**config.mk**
```make
export PLATFORM = sky130hd
export DESIGN_NAME = serial_adder
export DESIGN_NICKNAME = d
export VERILOG_FILES = /design/src/rtl/serial_adder.sv
export SDC_FILE = /design/constraint.sdc
export NUM_CORES = 1
export LEC_CHECK = 0
export BUFFER_PORTS_ARGS = -buffer_cell sky130_fd_sc_hd__buf_2
export CORE_MARGIN = 2
export CORE_UTILIZATION = 35
export DETAILED_ROUTE_END_ITERATION = 10
export PLACE_DENSITY_LB_ADDON = 0.15
export SETUP_SLACK_MARGIN = 0.3
export SKIP_LAST_GASP = 1
export SYNTH_ARGS = -nofsm -noshare
export SYNTH_HDL_FRONTEND = slang
export SYNTH_SLANG_ARGS = --single-unit
```
**constraint.sdc**
```tcl
create_clock -name clk -period 1.75 [get_ports clk]
set_input_delay 0.0875 -clock clk [delete_from_list [all_inputs] [get_ports clk]]
set_output_delay 0.0875 -clock clk [all_outputs]
set_load 0.005 [all_outputs]
```
**src/rtl/serial_adder.sv**
```systemverilog
// rtl/serial_adder.sv - bit-serial LSB-first adder, one full-adder cell and a carry flop
module serial_adder #(
  parameter int WIDTH = 8
) (
  input  logic             clk,
  input  logic             rst_n,
  input  logic             start,
  input  logic [WIDTH-1:0] a,
  input  logic [WIDTH-1:0] b,
  input  logic             cin,
  output logic             busy,
  output logic             done,
  output logic [WIDTH-1:0] sum,
  output logic             cout
);

  localparam int CNT_W = $clog2(WIDTH + 1);
  localparam logic [CNT_W-1:0] LAST_CNT = CNT_W'(WIDTH - 1);

  typedef enum logic [1:0] {
    IDLE  = 2'd0,
    SHIFT = 2'd1,
    DONE  = 2'd2
  } state_t;

  state_t state;
  state_t state_nxt;

  logic [WIDTH-1:0] sh_a;
  logic [WIDTH-1:0] sh_b;
  logic [WIDTH-1:0] sh_s;
  logic             c;
  logic [CNT_W-1:0] cnt;

  logic             bit_s;
  logic             bit_c;
  logic             last_bit;
  logic             load;
  logic [WIDTH-1:0] sh_s_nxt;

  always_comb begin
    bit_s    = sh_a[0] ^ sh_b[0] ^ c;
    bit_c    = (sh_a[0] & sh_b[0]) | (c & (sh_a[0] ^ sh_b[0]));
    sh_s_nxt = {bit_s, sh_s[WIDTH-1:1]};
    last_bit = (cnt == LAST_CNT);
    // DONE accepts a new request exactly like IDLE, giving back-to-back operation
    load     = start && (state != SHIFT);
  end

  always_ff @(posedge clk) begin
    if (!rst_n) begin
      state <= IDLE;
    end else begin
      state <= state_nxt;
    end
  end

  always_comb begin
    state_nxt = state;
    case (state)
      IDLE:    if (start) state_nxt = SHIFT;
      SHIFT:   if (last_bit) state_nxt = DONE;
      DONE:    state_nxt = start ? SHIFT : IDLE;
      default: state_nxt = IDLE;
    endcase
  end

  always_comb begin
    busy = (state == SHIFT);
    done = (state == DONE);
  end

  always_ff @(posedge clk) begin
    if (!rst_n) begin
      sh_a <= '0;
      sh_b <= '0;
      sh_s <= '0;
      c    <= 1'b0;
      cnt  <= '0;
      sum  <= '0;
      cout <= 1'b0;
    end else if (load) begin
      sh_a <= a;
      sh_b <= b;
      sh_s <= '0;
      c    <= cin;
      cnt  <= '0;
    end else if (state == SHIFT) begin
      sh_a <= {1'b0, sh_a[WIDTH-1:1]};
      sh_b <= {1'b0, sh_b[WIDTH-1:1]};
      sh_s <= sh_s_nxt;
      c    <= bit_c;
      cnt  <= cnt + 1'b1;
      // The result registers move only as the last bit retires, so they hold while busy
      if (last_bit) begin
        sum  <= sh_s_nxt;
        cout <= bit_c;
      end
    end
  end

endmodule

```
==> results of run 1 <==
## cell usage after synthesis
master and n:
xnor2_1 2, mux2i_1 26, fa_1 1, inv_1 2, buf_4 1, o31ai_1 1, dfxtp_1 39, buf_2 4
nor2_1 4, nand3b_1 2, buf_1 1, o21ai_1 1, nor2_4 1, a21oi_2 1, or4_4 1, nand2_1 51
ha_1 1, inv_2 1, nor2b_1 2, clkbuf_1 6, nand2b_1 1, and2_1 1, a2bb2oi_1 1, o211a_1 15
a21oi_1 8, buf_6 1
## routing by layer
metal | vias up | GRT usage | wire (um)
li1 | 651 | - | -
met1 | 602 | 0.144 | 1430
met2 | 23 | 0.225 | 1650
met3 | 4 | 0.0428 | 147
met4 | 0 | 0.0370 | 29
met5 | - | 0 | 0
## logic make-up after synthesis
| logic type | after synthesis | share of synthesized area |
|---|---|---|
| and+or+nand+nor | 63 | 0.162 |
| AOI/OAI and AO/OA | 27 | 0.133 |
| buffers and inverters | 16 | 0.0461 |
| xor gates and xnor gates | 2 | 0.0106 |
| adders and majority gates | 2 | 0.0196 |
| muxes | 26 | 0.157 |
| DFF | 39 | 0.471 |
## sequential cells by signal, summed over array words and instances (netlist names)
name	flops
cnt	4
cout	1
state	2
sum	8
c	1
sh_b	8
sh_s	7
sh_a	8
## what timing repair did
item,CTS,global route
gates resized for setup,0,1
setup buffers,0,1
endpoints found under the setup margin,0,3
## critical path, stage by stage (launching register included)
cell and delay [ns]:
dfxtp_1 0.32, nand2b_2 0.25, inv_2 0.09, buf_4 0.18, buf_2 0.13
## power by group through the flow
stage          Clock (mW)  Sequential [mW]  Combinational [mW]
6_report            0.769            0.955               0.202
5_1_grt             0.824            0.959               0.228
4_1_cts             0.792            0.954               0.204
3_5_place_dp            0            0.975               0.204
3_3_place_gp            0            0.973               0.195
2_1_floorplan           0            0.968               0.152
## layout by cell type (no fill, tap or decap), types with 2 or more instances in the layout
master	instances
clkbuf_8	6
a21oi_1	8
mux2i_1	26
buf_2	30
nor2b_1	2
nand2_1	51
nor2_1	4
o211a_1	15
dfxtp_1	39
nand3b_1	2
buf_4	6
xnor2_1	2
inv_1	2
## cell type report
class | count | area, um2
Fill cell | 462 | 2640
Multi-Input combinational cell | 120 | 802
Sequential cell | 39 | 781
Timing Repair Buffer | 37 | 215
Clock buffer | 6 | 82.6
Tap cell | 54 | 67.6
Clock inverter | 2 | 35.0
Inverter | 3 | 11.3
## worst paths after layout
check,startpoint,end,slack (ns),cells after the start
worst min register to register,sum[4]$_SDFFE_PN0P_,sum[4]$_SDFFE_PN0P_,0.46,2
worst max-delay path,state[1]$_SDFFE_PN0P_,busy,0.41,4
worst min-delay path,b[7],sh_b[7]$_SDFFE_PN0P_,0.05,3
worst max register to register,state[1]$_SDFFE_PN0P_,cnt[3]$_SDFFE_PP0N_,0.49,3
==> flow_summary.yaml, run 1 <==
status:
  status: "complete, no violations"
cells_and_area:
  antenna_cells: 0
  final_area_um2: 1990
  post-route-util: 0.431
  syn2layout_area_growth_pct: 20.4
  nets: 228
  post_layout_nonfiller_instances: 261
  drive_gt1_frac: 0.242
logic_synthesis:
  avgSynthCellArea_um2: 9.47
  ys_seq_elements: 39
  synth_area_leader_cell: "dfxtp_1"
  synth_top_area_share: 0.471
  netlist_instances: 175
  syn-cell-area_um2: 1660
  synthTopCellsByArea: "dfxtp_1, mux2i_1, nand2_1"
  syn_nets: 197
  yosysWarnings: 0
  synth_cell_types: 26
  seq_area_frac_synth: 0.471
placement:
  placed_cell_area_um2: 1850
  place_ws_ns: 0.395
  portBuffers: 30
  dpl.cell_count: 252
  hpwl_um: 2320
  place.gp.congestion: 0.708
sta:
  grt_setup_unrepaired: "false"
  hold_viol_final: 0
  worst_slack_ns: 0.415
  maxSlewViolCount: 0
  fin_crit_ns: 1.34
  fmax_mhz: 749
  period_share: 0.763
  setup_viol: 0
  fin_hold_ws_ns: 0.0467
  finClkSkew_ns: 0.00822
  max_slew.worst_pin.slew_ns: 0.364
  setup_tns_ns: 0
  maxSlewHeadroom: 0.758
routing:
  routedWlPerCell_um: 12.5
  dr.pass1.iters: 4
  num_vias: 1280
  ant_nets: 0
  via_per_inst: 4.90
  drt_iter0_drc: 27
  drcViolationCount: 0
  finalWirelength_um: 3260
clock_tree:
  cts_max_level: 2
  max-clock-path-buffers: 2
  numCtsBuffers: 5
  cts_tree: "yes"
  clkLatencyLatePin_ns: 0.28
  clk_root_buffer_cell: "clkbuf_8"
  cts.sinks: 39
  path_clk_slew_ns: 0.07
  ctsHoldBuffers: 0
worst_setup_path:
  critPathArrivalTime_ns: 1.25
  crit_path_end_kind: "primary output"
  required_ns: 1.66
  cp_max_fo: 11
  critPathKind: "reg -> out"
  worstSetupStartpointType: "register"
floorplanning:
  ios: 31
  dieArea_um2: 5300
  core_um2: 4630
  die_x_um: 72.8
  rows: 25
  die_h_um: 72.8
  start_util: 0.358
power_and_ir_drop:
  internal_power_mw: 1.48
  p_leak_nw: 0.968
  pwr-share-comb: 0.105
  switching_share: 0.229
  cellPowerDensity_nw_per_um2: 966
  ir_drop_uv: 666
  p_seq_frac: 0.496
  p_switching_uw: 441
  power.total_mw: 1.93
  clockPowerShare: 0.399
global_route:
  antenna_found_initial: 0
  grt_pass1_wl_um: 5260
  grt_pass1_vias: 1218
  track_usage: 0.127
  grt_max_degree: 37
  overflow: 0
flow_run:
  max-cap-violations: 0
min_path:
  hold_path.class: "in -> reg"
Power figures use the tool's default switching activity.
==> inputs of run 2 (changes only) <==
--- a/config.mk
+++ b/config.mk
@@ -5,6 +5,7 @@
 export SDC_FILE = /design/constraint.sdc
 export NUM_CORES = 1
 export LEC_CHECK = 0
+export ABC_AREA = 1
 export BUFFER_PORTS_ARGS = -buffer_cell sky130_fd_sc_hd__buf_2
 export CORE_MARGIN = 2
 export CORE_UTILIZATION = 35
==> constraint.sdc (replaced) <==
create_clock -name clk -period 1.4 [get_ports clk]
set_input_delay 0.07 -clock clk [delete_from_list [all_inputs] [get_ports clk]]
set_output_delay 0.07 -clock clk [all_outputs]
set_load 0.005 [all_outputs]
==> flow_summary.yaml, run 2 <==
routing:
  drcViolationCount: 0
  routedWlPerCell_um: 11.6
  finalWirelength_um: 4020
  ant_nets: 0
  via_per_inst: 4.58
  drt_iter0_drc: 48
  dr.pass1.iters: 4
  num_vias: 1588
logic_synthesis:
  async_reset_ff_frac: 0
  ys_seq_elements: 39
  synth_top_area_share: 0.445
  synthTopCellsByCount: "nand2_1, nand3_1, dfxtp_1"
  synth_flop_cell: "dfxtp_1"
  yosysWarnings: 0
  synth_edf_count: 0
  syn-cell-area_um2: 1760
  syn_nets: 256
  synth_area_leader_cell: "dfxtp_1"
  netlist_instances: 234
  avgSynthCellArea_um2: 7.50
  seq_area_frac_synth: 0.445
  synthTopCellsByArea: "dfxtp_1, nand2_1, nand3_1"
  synth_most_common_cell: "nand2_1"
  synth_cell_types: 21
cells_and_area:
  most-common-layout-cells: "nand2_1, nand3_1, dfxtp_1, buf_2, inv_1"
  mostFrequentLayoutCell: "nand2_1"
  largest_registers: "sh_a (8), sh_b (8), sum (8)"
  n_fill_cell: 500
  syn2layout_area_growth_pct: 33.6
  post-route-util: 0.490
  antenna_cells: 0
  drive_gt1_frac: 0.361
  nets: 301
global_route:
  track_usage: 0.160
  grt_use_met2: 0.239
  grt_pass1_wl_um: 6790
  grt_max_degree: 17
  overflow: 0
  grt_util_met3: 0.0361
  grt-busiest-layer: "met2"
  antenna_found_initial: 0
  grt_use_met1: 0.225
  grt_pass1_vias: 1435
worst_setup_path:
  r2r_slack_ns: 0.27
  required_ns: 1.63
  cp_max_fo: 2
  critPathArrivalTime_ns: 1.36
  worstReg2RegEnd: "sh_s[7]$_SDFFE_PP0N_"
  crit_chain: "fa_2 > nand2_2 > a21oi_2"
  r2r_start: "sh_b[0]$_SDFFE_PN0P_"
  cp_slowest_cell: "fa_2"
  critPathMaxStageDelay_ns: 0.59
  crit_path_end_kind: "register"
  crit_end: "sh_s[7]$_SDFFE_PP0N_"
  critPathKind: "reg -> reg"
  crit_start: "sh_b[0]$_SDFFE_PN0P_"
  r2r_cells: 3
  worstSetupStartpointType: "register"
power_and_ir_drop:
  power.total_mw: 2.48
  ir_drop_uv: 472
  p_leak_nw: 1.13
  cellPowerDensity_nw_per_um2: 1060
sta:
  worst_slack_ns: 0.271
  max_slew.worst_pin.slew_ns: 0.335
  maxSlewViolCount: 0
  maxSlewHeadroom: 0.776
  fin_hold_ws_ns: 0.0254
  fin_crit_ns: 1.13
  setup_tns_ns: 0
  fmax_mhz: 886
  finClkSkew_ns: 0.00637
  period_share: 0.806
  grt_setup_unrepaired: "true"
  hold_viol_final: 0
  setup_viol: 0
clock_tree:
  numCtsBuffers: 5
  cts.sinks: 39
  path_clk_slew_ns: 0.07
  clk_root_buffer_cell: "clkbuf_8"
  clkLatencyLatePin_ns: 0.29
  cts_tree: "yes"
  cts_max_level: 2
  max-clock-path-buffers: 2
placement:
  hpwl_um: 2540
  place.gp.congestion: 0.768
  portBuffers: 30
  place_ws_ns: 0.182
floorplanning:
  die_x_um: 74.8
  rows: 25
  dieArea_um2: 5600
  die_h_um: 74.8
  start_util: 0.367
  core_um2: 4790
  ios: 31
flow_run:
  max-cap-violations: 0
min_path:
  hold_path.class: "in -> reg"
status:
  status: "complete, no violations"
run 2: changes by cell type in the layout (fill, tap and decap cells not counted), sizes merged, moves of 2 or more:
cell | previous run | this run
nor2 | 5 | 8
nand3b | 2 | 0
mux2i | 26 | 0
a21oi | 9 | 12
o21ai | 1 | 3
buf | 37 | 46
nand3 | 0 | 56
nand2 | 51 | 75
o211a | 15 | 0
inv | 3 | 27
nor2b | 2 | 0
xnor2 | 2 | 0
run 2: layout make-up:
cell class                 count  area, um2  share of cell area
clock inverter                 2       35.0              0.0149
inverter                      25        116              0.0496
multi-input combinational    158        883               0.377
clock buffer                   6       82.6              0.0352
timing repair inverter         4       41.3              0.0176
timing repair buffer          46        310               0.132
tap                           67       83.8              0.0358
sequential                    39        792               0.338
run 2: how the worst min path moves through the flow:
stage	startpoint	endpoint	slack, ns	depth (start not counted)
2_1_floorplan	a[7]	sh_a[7]$_SDFFE_PN0P_	0.22	2
3_3_place_gp	a[7]	sh_a[7]$_SDFFE_PN0P_	0.33	3
3_5_place_dp	a[7]	sh_a[7]$_SDFFE_PN0P_	0.33	3
4_1_cts	a[7]	sh_a[7]$_SDFFE_PN0P_	0.02	3
5_1_grt	a[7]	sh_a[7]$_SDFFE_PN0P_	0.02	3
6_report	a[7]	sh_a[7]$_SDFFE_PN0P_	0.03	3
run 2: timing repair:
item                                    4_1_cts  5_1_grt
hold endpoints to repair                      0        0
resized for setup                            18       30
pin swaps                                     5        8
endpoints found under the setup margin       40       38
buffers inserted                              5        5
hold buffers                                  0        0
cloned                                        2        3
run 2: routing by layer:
layer	up-vias	routed length [um]
met4	0	63
met3	6	195
met5	-	0
li1	836	-
met2	41	1820
met1	705	1940
run 2: per-stage QoR:
| step | cells | area [um2] |
|---|---|---|
| 4_1_cts | 339 | 2160 |
| 3_3_place_gp | 324 | 1940 |
| 5_1_grt | 347 | 2340 |
| 3_5_place_dp | 324 | 1940 |
| 2_1_floorplan | 234 | 1760 |
| 6_report | 347 | 2340 |
run 2: cell families after synthesis:
family / after synthesis / synth area share
AOI/OAI and AO/OA: 15 / 0.0428
adders and majority gates: 2 / 0.0185
buffers and inverters: 38 / 0.111
DFF: 39 / 0.445
and+or+nand+nor: 140 / 0.383
run 2: worst max-delay path, delay by kind of cell (launching register included):
family                     cells  cell delay, ns
adders and majority gates      1            0.59
DFF                            1            0.33
and+or+nand+nor                1            0.06
AOI/OAI and AO/OA              1            0.09
run 2: where the power goes:
part / switching (mW) / internal (mW)
sequential: 0.0311 / 1.15
clock: 0.391 / 0.577
combinational: 0.189 / 0.150
total: 0.611 / 1.87
